<file path="src/rtl/prog_loader_if.sv">
`default_nettype none
// ============================================================================
//  Module   : prog_loader_if
//  Purpose  : Byte-stream load handshake, CPU fetch port and loader status
//             grouped into one bundle with host (master) and loader (slave)
//             views.
//  Revision : 1.0  initial release
// ============================================================================
interface prog_loader_if #(
    parameter int ADDR_W = 4
);
    logic              load_req;
    logic              byte_valid;
    logic [7:0]        byte_in;
    logic              byte_ready;
    logic [ADDR_W-1:0] rd_addr;
    logic [7:0]        rd_data;
    logic              cpu_run;
    logic              loading;
    logic              done;
    logic              error;
    logic [7:0]        checksum;

    modport master (
        output load_req, byte_valid, byte_in, rd_addr,
        input  byte_ready, rd_data, cpu_run, loading, done, error, checksum
    );

    modport slave (
        input  load_req, byte_valid, byte_in, rd_addr,
        output byte_ready, rd_data, cpu_run, loading, done, error, checksum
    );
endinterface
`default_nettype wire

</file>
<file path="src/rtl/prog_loader.sv">
`default_nettype none
// ============================================================================
//  Module   : prog_loader
//  Purpose  : Program RAM writer for the instruction-fetch path. Loads DEPTH
//             bytes plus a two's-complement checksum byte from a valid/ready
//             stream, holds the CPU in reset until the image checks out, and
//             serves combinational reads by PC.
//  Revision : 1.0  initial release
// ============================================================================
module prog_loader #(
    parameter int DEPTH          = 16,
    parameter int ADDR_W         = 4,
    parameter int TIMEOUT_CYCLES = 255
) (
    input  wire logic   clk,
    input  wire logic   rst,
    prog_loader_if.slave bus
);

    localparam int CNT_W = $clog2(TIMEOUT_CYCLES + 1);

    typedef enum logic [2:0] {
        S_IDLE  = 3'd0,
        S_LOAD  = 3'd1,
        S_CHECK = 3'd2,
        S_RUN   = 3'd3,
        S_ERROR = 3'd4
    } state_t;

    state_t            r_state,    w_state_nxt;
    logic [ADDR_W-1:0] r_wptr,     w_wptr_nxt;
    logic [7:0]        r_checksum, w_checksum_nxt;
    logic [CNT_W-1:0]  r_idle_cnt, w_idle_cnt_nxt;
    logic [7:0]        r_mem [DEPTH];

    logic       w_streaming;
    logic       w_ready;
    logic       w_accept;
    logic [7:0] w_sum;
    logic       w_timeout;

    assign w_streaming = (r_state == S_LOAD) || (r_state == S_CHECK);
    // A restart request always wins over a byte offered in the same cycle.
    assign w_ready     = w_streaming && !bus.load_req;
    assign w_accept    = w_ready && bus.byte_valid;
    assign w_sum       = r_checksum + bus.byte_in;
    // Next idle cycle would reach the limit, so abort on this edge.
    assign w_timeout   = (r_idle_cnt == CNT_W'(TIMEOUT_CYCLES - 1));

    // State and datapath registers
    always_ff @(posedge clk) begin
        if (rst) begin
            r_state    <= S_IDLE;
            r_wptr     <= '0;
            r_checksum <= '0;
            r_idle_cnt <= '0;
        end else begin
            r_state    <= w_state_nxt;
            r_wptr     <= w_wptr_nxt;
            r_checksum <= w_checksum_nxt;
            r_idle_cnt <= w_idle_cnt_nxt;
        end
    end

    // Next-state, write pointer, running sum and idle-counter logic
    always_comb begin
        w_state_nxt    = r_state;
        w_wptr_nxt     = r_wptr;
        w_checksum_nxt = r_checksum;
        w_idle_cnt_nxt = r_idle_cnt;

        if (bus.load_req) begin
            w_state_nxt    = S_LOAD;
            w_wptr_nxt     = '0;
            w_checksum_nxt = '0;
            w_idle_cnt_nxt = '0;
        end else begin
            case (r_state)
                S_LOAD: begin
                    if (w_accept) begin
                        w_wptr_nxt     = r_wptr + ADDR_W'(1);
                        w_checksum_nxt = w_sum;
                        w_idle_cnt_nxt = '0;
                        if (r_wptr == ADDR_W'(DEPTH - 1)) begin
                            w_state_nxt = S_CHECK;
                        end
                    end else begin
                        w_idle_cnt_nxt = r_idle_cnt + CNT_W'(1);
                        if (w_timeout) begin
                            w_state_nxt = S_ERROR;
                        end
                    end
                end
                S_CHECK: begin
                    if (w_accept) begin
                        w_checksum_nxt = w_sum;
                        w_idle_cnt_nxt = '0;
                        w_state_nxt    = (w_sum == 8'h00) ? S_RUN : S_ERROR;
                    end else begin
                        w_idle_cnt_nxt = r_idle_cnt + CNT_W'(1);
                        if (w_timeout) begin
                            w_state_nxt = S_ERROR;
                        end
                    end
                end
                default: begin
                    w_state_nxt = r_state;
                end
            endcase
        end
    end

    // Program RAM write port; contents survive reset by design
    always_ff @(posedge clk) begin
        if (w_accept && (r_state == S_LOAD)) begin
            r_mem[r_wptr] <= bus.byte_in;
        end
    end

    assign bus.byte_ready = w_ready;
    assign bus.rd_data    = r_mem[bus.rd_addr];
    assign bus.cpu_run    = (r_state == S_RUN);
    assign bus.done       = (r_state == S_RUN);
    assign bus.error      = (r_state == S_ERROR);
    assign bus.loading    = w_streaming;
    assign bus.checksum   = r_checksum;

endmodule
`default_nettype wire

</file>
<file path="src/flat_wrapper.sv">
// flat-port wrapper written by rule: the top's interface ports become plain ports
module prog_loader_flat 
#(
    parameter int DEPTH          = 16,
    parameter int ADDR_W         = 4,
    parameter int TIMEOUT_CYCLES = 255
)
  (clk, rst, bus_load_req, bus_byte_valid, bus_byte_in, bus_rd_addr, bus_byte_ready, bus_rd_data, bus_cpu_run, bus_loading, bus_done, bus_error, bus_checksum);
  prog_loader_if #(.ADDR_W(ADDR_W)) bus_i ();
  input  wire logic clk;
  input  wire logic rst;
  input wire logic [$bits(bus_i.load_req)-1:0] bus_load_req;
  input wire logic [$bits(bus_i.byte_valid)-1:0] bus_byte_valid;
  input wire logic [$bits(bus_i.byte_in)-1:0] bus_byte_in;
  input wire logic [$bits(bus_i.rd_addr)-1:0] bus_rd_addr;
  output wire logic [$bits(bus_i.byte_ready)-1:0] bus_byte_ready;
  output wire logic [$bits(bus_i.rd_data)-1:0] bus_rd_data;
  output wire logic [$bits(bus_i.cpu_run)-1:0] bus_cpu_run;
  output wire logic [$bits(bus_i.loading)-1:0] bus_loading;
  output wire logic [$bits(bus_i.done)-1:0] bus_done;
  output wire logic [$bits(bus_i.error)-1:0] bus_error;
  output wire logic [$bits(bus_i.checksum)-1:0] bus_checksum;
  assign bus_i.load_req = bus_load_req;
  assign bus_i.byte_valid = bus_byte_valid;
  assign bus_i.byte_in = bus_byte_in;
  assign bus_i.rd_addr = bus_rd_addr;
  assign bus_byte_ready = bus_i.byte_ready;
  assign bus_rd_data = bus_i.rd_data;
  assign bus_cpu_run = bus_i.cpu_run;
  assign bus_loading = bus_i.loading;
  assign bus_done = bus_i.done;
  assign bus_error = bus_i.error;
  assign bus_checksum = bus_i.checksum;
  prog_loader #(.DEPTH(DEPTH), .ADDR_W(ADDR_W), .TIMEOUT_CYCLES(TIMEOUT_CYCLES)) u_core (.clk(clk), .rst(rst), .bus(bus_i));
endmodule
</file>
<file path="config.mk">
export PLATFORM = sky130hd
export DESIGN_NAME = prog_loader_flat
export DESIGN_NICKNAME = d
export VERILOG_FILES = /design/src/rtl/prog_loader_if.sv /design/src/rtl/prog_loader.sv /design/src/flat_wrapper.sv
export SDC_FILE = /design/constraint.sdc
export NUM_CORES = 1
export LEC_CHECK = 0
export BUFFER_PORTS_ARGS = -buffer_cell sky130_fd_sc_hd__buf_2
export CAP_MARGIN = 10
export CORE_ASPECT_RATIO = 1.4
export CORE_MARGIN = 4
export CORE_UTILIZATION = 50
export DETAILED_ROUTE_END_ITERATION = 8
export HOLD_SLACK_MARGIN = 0.08
export MAX_ROUTING_LAYER = met4
export PLACE_DENSITY_LB_ADDON = 0.15
export SETUP_SLACK_MARGIN = 0.3
export SYNTH_ARGS = -nofsm -noshare
export SYNTH_HDL_FRONTEND = slang
export SYNTH_SLANG_ARGS = --single-unit
</file>
<file path="constraint.sdc">
create_clock -name clk -period 3.06 [get_ports clk]
set_input_delay 0.612 -clock clk [delete_from_list [all_inputs] [get_ports clk]]
set_output_delay 0.612 -clock clk [all_outputs]
set_load 0.01 [all_outputs]
</file>
After elaboration in Yosys (flattened, before gate mapping)
Memories as Yosys holds them, arrays and structs flattened.
Cells that the tools add are included.
{"block": "totals", "out_inout_bits": 21, "regBits": 23, "ramBits": 128, "inputBits": 16, "memories": 1}
{"block": "op_classes", "n_reduce_logical": 14, "n_addsub": 3, "n_mux": 10, "eq_ne": 8}
{"memory": "u_core.r_mem", "words": 16, "word_bits": 8, "read_ports": 1, "rd_ports_with_merged_regs": 0, "write_ports": 1, "line_no": "prog_loader.sv:34", "rtl": "logic [7:0] r_mem [DEPTH];"}
{"op": "3-bit two-way mux", "n": 5}
{"op": "8-bit by 1-bit adder with 8-bit output, second input constant", "n": 1}
{"op": "8-bit adder", "n": 1}
{"op": "8-bit equality test, second input constant", "n": 1}
{"op": "8-bit zero test", "n": 1}
{"op": "8-bit two-way mux", "n": 1}
{"op": "2-bit AND reduction", "n": 4}
{"op": "3-bit by 2-bit equality test with 1-bit output, second input constant", "n": 2}
{"op": "3-bit one-hot mux with 2 select lines", "n": 1}
{"op": "4-bit by 1-bit adder with 4-bit output, second input constant", "n": 1}
{"op": "4-bit equality test, second input constant", "n": 1}
{"op": "4-bit != test, second input constant", "n": 1}
{"op": "2-bit OR reduction", "n": 2}
{"op": "3-bit by 1-bit equality test with 1-bit output, second input constant", "n": 1}
{"op": "3-bit equality test, second input constant", "n": 1}
{"op": "1-bit logical AND", "n": 3}
{"op": "1-bit two-way mux", "n": 3}
{"op": "3-bit != test, second input constant", "n": 1}
{"op": "3-bit nonzero test", "n": 1}
{"op": "2-bit nonzero test", "n": 1}
{"op": "1-bit zero test", "n": 1}
{"op": "1-bit logical OR", "n": 1}

Longest topological paths before layout
Gate-level depths: netlist of run 1.
{"block": "depth", "ltp_word": 7, "ltp_mapped": 9}

Worst setup path after synthesis of run 1
OpenSTA, ideal clock, no wires.
{"block": "synth_path", "path_type": "input to output", "start": "in bus_rd_addr[0]", "end": "out bus_rd_data[0]", "path_slack_ps": 382, "n_path_buf": 2, "t_arrival_ps": 2066, "stages": 4, "path_cell_list": "buf_2 buf_2 mux4_2 mux4_2"}
{"block": "synth_via", "elab_chain_cells": 1}
{"item": "start, declared", "line_no": "flat_wrapper.sv:15", "rtl": "input wire logic [$bits(bus_i.rd_addr)-1:0] bus_rd_addr;"}
{"item": "memory 16 x 8 bit"}
{"item": "end, declared", "line_no": "flat_wrapper.sv:17", "rtl": "output wire logic [$bits(bus_i.rd_data)-1:0] bus_rd_data;"}
No other way between the ends.

Worst setup path after layout of run 1
{"block": "layout_path", "start": "in bus_rd_addr[0]", "end": "out bus_rd_data[4]"}
Same word-level chain as after synthesis.

==> flow_summary_export.csv, run 1 <==
group,metric,value,unit
floorplan,core_area,0.0124,mm^2
grt,grt_overflow_total,0,
timing,hold_viol,0,
routing,drt_wl_total,13.4,mm
synthesis,synth_compound_area_share,3.43,%
timing,finalCriticalPeriod,2.69,ns
setup_path,worstPathArrival,2.08,ns
routing,via_count,3451,
synthesis,yosys.area_share.simple,7.75,%
synthesis,synthCells,364,
setup_path,critPathLaunch,"bus_rd_addr[0]",
timing,tightest_slew,0.525,ns
clock_network,ctsRootBufferMaster,"clkbuf_16",
synthesis,ys_seq_area_share,68.2,%
clock_network,cts_buffer_depth,2,
final_layout,design_area,0.00750,mm^2
floorplan,ioPinCount,37,
synthesis,synthAdderAreaFrac,2.89,%
setup_path,r2r_cells,9,
setup_path,endpoint_kind,"primary output",
synthesis,synth_area,0.00631,mm^2
pwr,worst_ir_drop_vdd,0.000372,V
place,hpwl,8.91,mm
setup_path,crit_fanout,5,
floorplan,start_util,51.0,%
run_status,status,"finished, final reports clean",
routing,drtPass1Iterations,6,
timing,skew,0.00728,ns
synthesis,synthFlopType,"edfxtp_1",
synthesis,synth_xor_area_share,1.80,%
floorplan,fp.dieW,103,um
place,pre_cts_slack,0.135,ns
clock_network,cts_buffers,17,
final_layout,finalNetCount,463,
synthesis,synth-async-reset-ratio,0,%
min_path,holdPathStages,2,
timing,rsz0062_at_grt,"no",
timing,timing.final.crit_share,87.9,%
timing,hold_ws,0.395,ns
floorplan,die_y,141,um
clock_network,clkSlewWorstSetupHoldPaths,0.06,ns
min_path,hold_class,"in2reg",
grt,grt_max_degree,27,
synthesis,synth.distinct_cells,49,
pwr,powerDensity,612,mW/mm^2
grt,grt_first_pass_wirelength,20.6,mm
floorplan,die-area,0.0145,mm^2
synthesis,avgSynthCellArea,17.3,um^2
synthesis,ys_ff_latch,151,
place,placed_area,0.00683,mm^2
timing,max_slew_margin,64.8,%
setup_path,startpoint_type,"primary input",
timing,finalSetupTns,0,ns
clock_network,cts_setup_buffers,0,
synthesis,syn_nets,394,
routing,routedWlPerCell,22.4,um
pwr,leakage,2.57,nW
grt,grt_pass1_vias,3629,
synthesis,synth_top_family_by_area,"multiplexers",
synthesis,yosys-mux-area-fraction,14.6,%
grt,antenna_found_initial,1,
final_layout,most-common-layout-cells,"edfxtp_1, mux4_2, buf_2",
clock_network,cts_sinks,151,
routing,viasPerCell,5.79,
synthesis,synth_edf_count,128,
routing,dr.first_iter.drc_count,183,
setup_path,r2r_start,"u_core.bus.checksum[0]$_SDFFE_PP0P_",
routing,postRouteAntennaNets,0,
clock_network,htreeDepth,4,
setup_path,worst-r2r-setup-slack,0.55,ns
timing,final-max-slew-violation-count,0,
clock_network,cts_tree,"yes",
floorplan,rows,48,
routing,drc,0,
final_layout,syn2layout_area_growth,18.9,%
setup_path,r2r_end,"u_core.r_state[2]$_SDFFE_PP0P_",
setup_path,crit_end,"bus_rd_data[4]",
grt,grt_usage,20.4,%
place,io_buffers,36,
synthesis,yosysWarnings,0,
timing,setup_violations,0,
place,gp_congestion,0.801,
setup_path,critical_path_class,"in2out",
flow_run,maxCapViolations,0,
final_layout,drive_above_1_share,31.0,%
clock_network,clk_latency,0.41,ns
setup_path,worst-endpoint-required,2.45,ns
final_layout,final_common_cell,"edfxtp_1",
timing,timing.fmax,372,MHz
timing,fin_ws,0.370,ns
## state kept, by name, indices dropped and copies added (netlist names)
register,count
u_core.r_mem,128
u_core.bus.checksum,8
u_core.r_idle_cnt,8
u_core.r_wptr,4
u_core.r_state,3
## cell usage after synthesis, types with 2 or more instances
cell type | n | area share, %
buf_2 | 4 | 0.32
a211oi_1 | 2 | 0.24
nand2_1 | 16 | 0.95
xnor2_1 | 6 | 0.83
nand4_1 | 3 | 0.30
nand3b_1 | 2 | 0.24
edfxtp_1 | 128 | 61
buf_1 | 3 | 0.18
o21ai_0 | 9 | 0.71
a22o_1 | 5 | 0.69
nor3b_1 | 5 | 0.59
clkbuf_1 | 5 | 0.30
mux4_2 | 40 | 14
nand2b_1 | 6 | 0.59
xor2_1 | 7 | 0.97
dfxtp_1 | 23 | 7.3
nand3_1 | 6 | 0.48
inv_1 | 7 | 0.42
nor2_1 | 33 | 2.0
a21oi_1 | 8 | 0.63
nor3_1 | 5 | 0.40
or3_1 | 2 | 0.20
ha_1 | 13 | 2.6
## worst max-delay path: stages
cell	delay [ns]
buf_6	0.14
clkbuf_16	0.17
mux4_2	0.50
mux4_2	0.49
buf_2	0.16
## cell families (layout without fill, tap and decap cells)
logic type | Yosys count | count (layout)
mux | 42 | 42
simple gates | 91 | 91
flops | 151 | 151
buf+inv | 20 | 101
fa+ha+maj | 14 | 14
compound gates | 33 | 33
other cells | 0 | 1
xor+xnor | 13 | 13
## area by class of cell
| class | instances | area [um^2] |
|---|---|---|
| sequential | 151 | 4300 |
| clock buffer | 19 | 433 |
| clock inverter | 12 | 159 |
| fill | 925 | 4870 |
| antenna | 1 | 2.50 |
| timing repair buffer | 63 | 465 |
| tap | 150 | 188 |
| multi-input combinational | 193 | 1920 |
| inverter | 7 | 26.3 |
## worst min-delay path by stage
stage                                             end  slack, ns                               from
floorplan           u_core.r_idle_cnt[7]$_SDFFE_PP0P_       0.46  u_core.r_idle_cnt[7]$_SDFFE_PP0P_
global placement    u_core.r_idle_cnt[7]$_SDFFE_PP0P_       0.47  u_core.r_idle_cnt[7]$_SDFFE_PP0P_
detailed placement  u_core.r_idle_cnt[7]$_SDFFE_PP0P_       0.49  u_core.r_idle_cnt[7]$_SDFFE_PP0P_
CTS                    u_core.r_state[0]$_SDFFE_PP0P_       0.38                                rst
global route           u_core.r_state[0]$_SDFFE_PP0P_       0.39                                rst
finish                 u_core.r_state[0]$_SDFFE_PP0P_       0.39                                rst
## metal layers
layer / routed length, um / GRT usage, % / share of wire (%)
met1: 5170 / 24.4 / 39
met2: 7380 / 33.8 / 55
met3: 683 / 4.90 / 5.1
met4: 132 / 6.55 / 0.99
met5: 0 / - / 0
## power by group
part	internal [W]	switching (W)
clock network	0.00134	0.000747
logic	0.000120	0.000139
registers	0.00224	0.00000715
## metrics by stage
stage / total power [W] / cells / util, %
3_3_place_gp: 0.00253 / 561 / 55.2
4_1_cts: 0.00462 / 592 / 60.0
6_report: 0.00459 / 596 / 60.6
5_1_grt: 0.00475 / 596 / 60.6
2_1_floorplan: 0.00244 / 364 / -
3_5_place_dp: 0.00254 / 561 / 55.2
## timing repair
| action | in CTS | in global routing |
|---|---|---|
| pin swaps | 0 | 0 |
| cloned | 0 | 3 |
| gates resized for setup | 0 | 6 |
| setup endpoints to repair | 4 | 8 |
| hold buffers | 0 | 0 |
Note: power is estimated with default switching activity, not from simulation.
==> inputs of run 2 (changes only) <==
--- a/config.mk
+++ b/config.mk
@@ -14,6 +14,7 @@
 export HOLD_SLACK_MARGIN = 0.08
 export MAX_ROUTING_LAYER = met4
 export PLACE_DENSITY_LB_ADDON = 0.15
+export RECOVER_POWER = 100
 export SETUP_SLACK_MARGIN = 0.3
 export SYNTH_ARGS = -nofsm -noshare
 export SYNTH_HDL_FRONTEND = slang
==> flow_summary_export.csv, run 2 (synthesis results as in run 1) <==
group,metric,value,unit
grt,antenna_found_initial,0,
setup_path,worstPathArrival,2.19,ns
setup_path,critPathMaxStageDelay,0.55,ns
run_status,status,"finished, final reports clean",
final_layout,multi_input_area,0.00190,mm^2
final_layout,final_core_util,59.4,%
setup_path,critical_path_class,"in2out",
timing,skew,0.00748,ns
pwr,powerDensity,625,mW/mm^2
setup_path,startpoint_type,"primary input",
routing,drc,0,
floorplan,core_area,0.0124,mm^2
final_layout,finalNetCount,463,
final_layout,diodes,0,
final_layout,nFillCells,961,
floorplan,start_util,51.0,%
place,placed_area,0.00683,mm^2
final_layout,most-common-layout-cells,"edfxtp_1, clkbuf_1, mux4_2",
grt,grt_first_pass_wirelength,20.6,mm
timing,final-max-slew-violation-count,0,
final_layout,regArea,0.00430,mm^2
grt,grt_max_degree,27,
place,gp_congestion,0.801,
routing,via_count,3464,
timing,max_slew_margin,47.0,%
final_layout,final_common_cell,"edfxtp_1",
final_layout,top_register,"u_core.r_mem",
pwr,total_power,0.00459,W
timing,setup_violations,0,
routing,dr.first_iter.drc_count,209,
place,io_buffers,36,
floorplan,die-area,0.0145,mm^2
clock_network,cts_buffer_depth,2,
floorplan,ioPinCount,37,
timing,hold_ws,0.392,ns
setup_path,cpMostUsedCell,"mux4_2",
final_layout,drive_above_1_share,20.7,%
floorplan,die_y,141,um
routing,drt_wl_total,13.5,mm
min_path,hold_class,"in2reg",
setup_path,path_cells,"buf_6 -> clkbuf_2 -> mux4_2 -> mux4_2 -> buf_2",
grt,grt_pass1_vias,3629,
grt,grt_overflow_total,0,
final_layout,largest_reg_flops,128,
routing,viasPerCell,5.82,
timing,finalCriticalPeriod,2.80,ns
timing,timing.final.crit_share,91.5,%
clock_network,cts_sinks,151,
timing,timing.fmax,357,MHz
timing,tightest_slew,0.795,ns
place,hpwl,8.91,mm
clock_network,clkSlewWorstSetupHoldPaths,0.06,ns
clock_network,clk_latency,0.41,ns
final_layout,design_area,0.00735,mm^2
floorplan,rows,48,
pwr,worst_ir_drop_vdd,0.000372,V
grt,grt_usage,20.4,%
setup_path,crit_slowest_cell,"mux4_2",
setup_path,endpoint_kind,"primary output",
setup_path,worst-endpoint-required,2.45,ns
final_layout,syn2layout_area_growth,16.4,%
timing,finalSetupTns,0,ns
routing,routedWlPerCell,22.7,um
flow_run,maxCapViolations,0,
clock_network,htreeDepth,4,
clock_network,cts_buffers,17,
routing,drtPass1Iterations,4,
clock_network,cts_tree,"yes",
pwr,leakage,2.38,nW
timing,rsz0062_at_grt,"no",
timing,hold_viol,0,
clock_network,ctsRootBufferMaster,"clkbuf_16",
floorplan,fp.dieW,103,um
routing,postRouteAntennaNets,0,
setup_path,crit_fanout,5,
## run 2: report_power, final
part	switching (W)	total, W	internal (W)
clock network	0.000756	0.00210	0.00134
logic	0.000138	0.000248	0.000110
registers	0.00000663	0.00224	0.00224
total	0.000901	0.00459	0.00369
## run 2: layout make-up
cell class / count / share of cell area [%]
sequential: 151 / 58.6
multi-input combinational: 193 / 25.8
clock buffer: 19 / 5.89
timing repair buffer: 63 / 4.66
tap: 150 / 2.55
clock inverter: 12 / 2.16
inverter: 7 / 0.358
## run 2: worst paths after layout
kind                                startpoint                                end  slack (ns)  cells after the start
max                             bus_rd_addr[0]                     bus_rd_data[5]        0.26                      5
min                                        rst     u_core.r_state[0]$_SDFFE_PP0P_        0.39                      2
min reg2reg  u_core.r_idle_cnt[7]$_SDFFE_PP0P_  u_core.r_idle_cnt[7]$_SDFFE_PP0P_        0.49                      2
max reg2reg     u_core.r_state[2]$_SDFFE_PP0P_       u_core.r_mem[3][1]$_DFFE_PP_        0.45                      5
## run 2: timing repair
action	4_1_cts	5_1_grt
endpoints found under the hold margin	0	0
gates cloned	0	3
resized for setup	0	6
endpoints found under the setup margin	4	8
setup buffers	0	0
hold buffers	0	0
## run 2: layer usage
| metal | wire length (um) | vias to the layer above | global-route usage (%) |
|---|---|---|---|
| li1 | - | 1588 | - |
| met1 | 5310 | 1767 | 24.4 |
| met2 | 7430 | 94 | 33.8 |
| met3 | 579 | 15 | 4.90 |
| met4 | 180 | 0 | 6.55 |
| met5 | 0 | - | - |
## run 2: per-stage QoR
stage / setup slack, ns / cells
after floorplan: 0.382 / 364
after global placement: 0.185 / 561
after detailed placement: 0.135 / 561
after CTS: 0.277 / 592
after global routing: 0.183 / 595
final: 0.259 / 595
## run 2: worst max-delay path, delay by kind of cell
kind                   cells  cell delay [ns]
muxes                      2             1.02
buffers and inverters      3             0.55
==> inputs of run 3 (changes only) <==
--- a/config.mk
+++ b/config.mk
@@ -5,7 +5,7 @@
 export SDC_FILE = /design/constraint.sdc
 export NUM_CORES = 1
 export LEC_CHECK = 0
-export BUFFER_PORTS_ARGS = -buffer_cell sky130_fd_sc_hd__buf_2
+export BUFFER_PORTS_ARGS = -buffer_cell sky130_fd_sc_hd__buf_4
 export CAP_MARGIN = 10
 export CORE_ASPECT_RATIO = 1.4
 export CORE_MARGIN = 4
==> flow_summary_export.csv, run 3 (synthesis results as in run 1) <==
group,metric,value,unit
run_status,status,"finished, final reports clean",
setup_path,critical_path_class,"in2out",
floorplan,start_util,51.0,%
place,gp_congestion,0.861,
timing,setup_violations,0,
final_layout,largest_reg_flops,128,
place,placed_area,0.00689,mm^2
routing,viasPerCell,5.88,
floorplan,ioPinCount,37,
routing,via_count,3484,
final_layout,syn2layout_area_growth,16.8,%
final_layout,most-common-layout-cells,"edfxtp_1, mux4_2, clkbuf_1",
grt,grt_pass1_vias,3481,
pwr,powerDensity,611,mW/mm^2
clock_network,cts_buffer_depth,2,
place,hpwl,8.49,mm
pwr,leakage,2.41,nW
timing,finalCriticalPeriod,2.80,ns
floorplan,fp.dieW,103,um
floorplan,die_y,141,um
timing,hold_viol,0,
pwr,worst_ir_drop_vdd,0.000395,V
place,io_buffers,36,
floorplan,core_area,0.0124,mm^2
setup_path,endpoint_kind,"primary output",
grt,grt_usage,19.5,%
min_path,hold_class,"in2reg",
clock_network,cts_buffers,17,
clock_network,cts_hold_buffers,0,
timing,rsz0062_at_grt,"no",
final_layout,finalNetCount,460,
grt,grt_max_degree,33,
final_layout,diodes,0,
clock_network,ctsRootBufferMaster,"clkbuf_16",
final_layout,design_area,0.00737,mm^2
clock_network,cts_sinks,151,
grt,grt_overflow_total,0,
floorplan,die-area,0.0145,mm^2
timing,skew,0.0108,ns
timing,timing.final.crit_share,91.5,%
routing,drtPass1Iterations,6,
timing,tightest_slew,0.809,ns
timing,finalSetupTns,0,ns
floorplan,rows,48,
timing,timing.fmax,357,MHz
final_layout,drive_above_1_share,21.7,%
min_path,min_from,"rst",
final_layout,final_common_cell,"edfxtp_1",
grt,antenna_found_initial,0,
timing,max_slew_margin,46.1,%
clock_network,clk_latency,0.41,ns
clock_network,cts_tree,"yes",
setup_path,startpoint_type,"primary input",
routing,drt_wl_total,13.1,mm
clock_network,clkSlewWorstSetupHoldPaths,0.06,ns
routing,dr.first_iter.drc_count,264,
setup_path,worst-endpoint-required,2.45,ns
setup_path,critPathLaunch,"bus_rd_addr[0]",
clock_network,htreeDepth,4,
routing,routedWlPerCell,22.2,um
flow_run,maxCapViolations,0,
final_layout,top_register,"u_core.r_mem",
setup_path,worstPathArrival,2.19,ns
routing,drc,0,
setup_path,r2r_start,"u_core.r_state[2]$_SDFFE_PP0P_",
final_layout,nFillCells,962,
clock_network,cts_setup_buffers,0,
setup_path,crit_fanout,6,
timing,final-max-slew-violation-count,0,
routing,postRouteAntennaNets,0,
grt,grt_first_pass_wirelength,19.7,mm
-- run 3: final timing paths --
check	end	slack [ns]	depth (start not counted)
worst max register to register	u_core.r_mem[5][7]$_DFFE_PP_	0.34	6
worst max-delay path	bus_rd_data[0]	0.26	5
worst min register to register	u_core.r_idle_cnt[7]$_SDFFE_PP0P_	0.50	2
worst min-delay path	u_core.r_state[0]$_SDFFE_PP0P_	0.38	2
-- run 3: layer usage --
metal  track usage (%)  routed length [um]  vias to the layer above
li1                  -                   -                     1576
met4              7.09                 252                        0
met2              32.1                7070                      114
met3              3.81                 673                       17
met5                 -                   0                        -
met1              24.0                5150                     1777
-- run 3: final cells by class --
type | instances | area [um^2] | area share (%)
well taps | 150 | 188 | 2.55
clock buffers | 19 | 433 | 5.87
flip-flops and latches | 151 | 4300 | 58.4
multi-input cells | 193 | 1900 | 25.8
clock inverters | 13 | 136 | 1.85
repair buffers | 60 | 383 | 5.19
inverters | 7 | 26.3 | 0.356
-- run 3: per-stage QoR --
| stage | std cells | total power, W | util [%] | worst slack, ns | hold WS (ns) |
|---|---|---|---|---|---|
| after global routing | 593 | 0.00465 | 59.6 | 0.179 | 0.369 |
| after floorplan | 364 | 0.00244 | - | 0.382 | 0.458 |
| after detailed placement | 557 | 0.00255 | 55.7 | 0.279 | 0.488 |
| after CTS | 589 | 0.00454 | 60.3 | 0.279 | 0.364 |
| after global placement | 557 | 0.00255 | 55.7 | 0.298 | 0.471 |
| final | 593 | 0.00450 | 59.6 | 0.260 | 0.376 |
-- run 3: critical path, stage by stage --
cell and delay [ns]:
buf_6 0.14, clkbuf_2 0.27, mux4_2 0.52, mux4_2 0.48
buf_4 0.16
-- run 3: what timing repair did --
| item | in CTS | in global routing |
|---|---|---|
| gates resized for setup | 0 | 1 |
| gates cloned | 0 | 4 |
| setup endpoints to repair | 2 | 5 |
| pin swaps | 0 | 0 |
-- run 3: power breakdown --
part           switching, W  total [W]  internal (W)
clock              0.000741    0.00200       0.00126
combinational      0.000138   0.000255      0.000117
sequential       0.00000694    0.00224       0.00224
total              0.000886    0.00450       0.00361
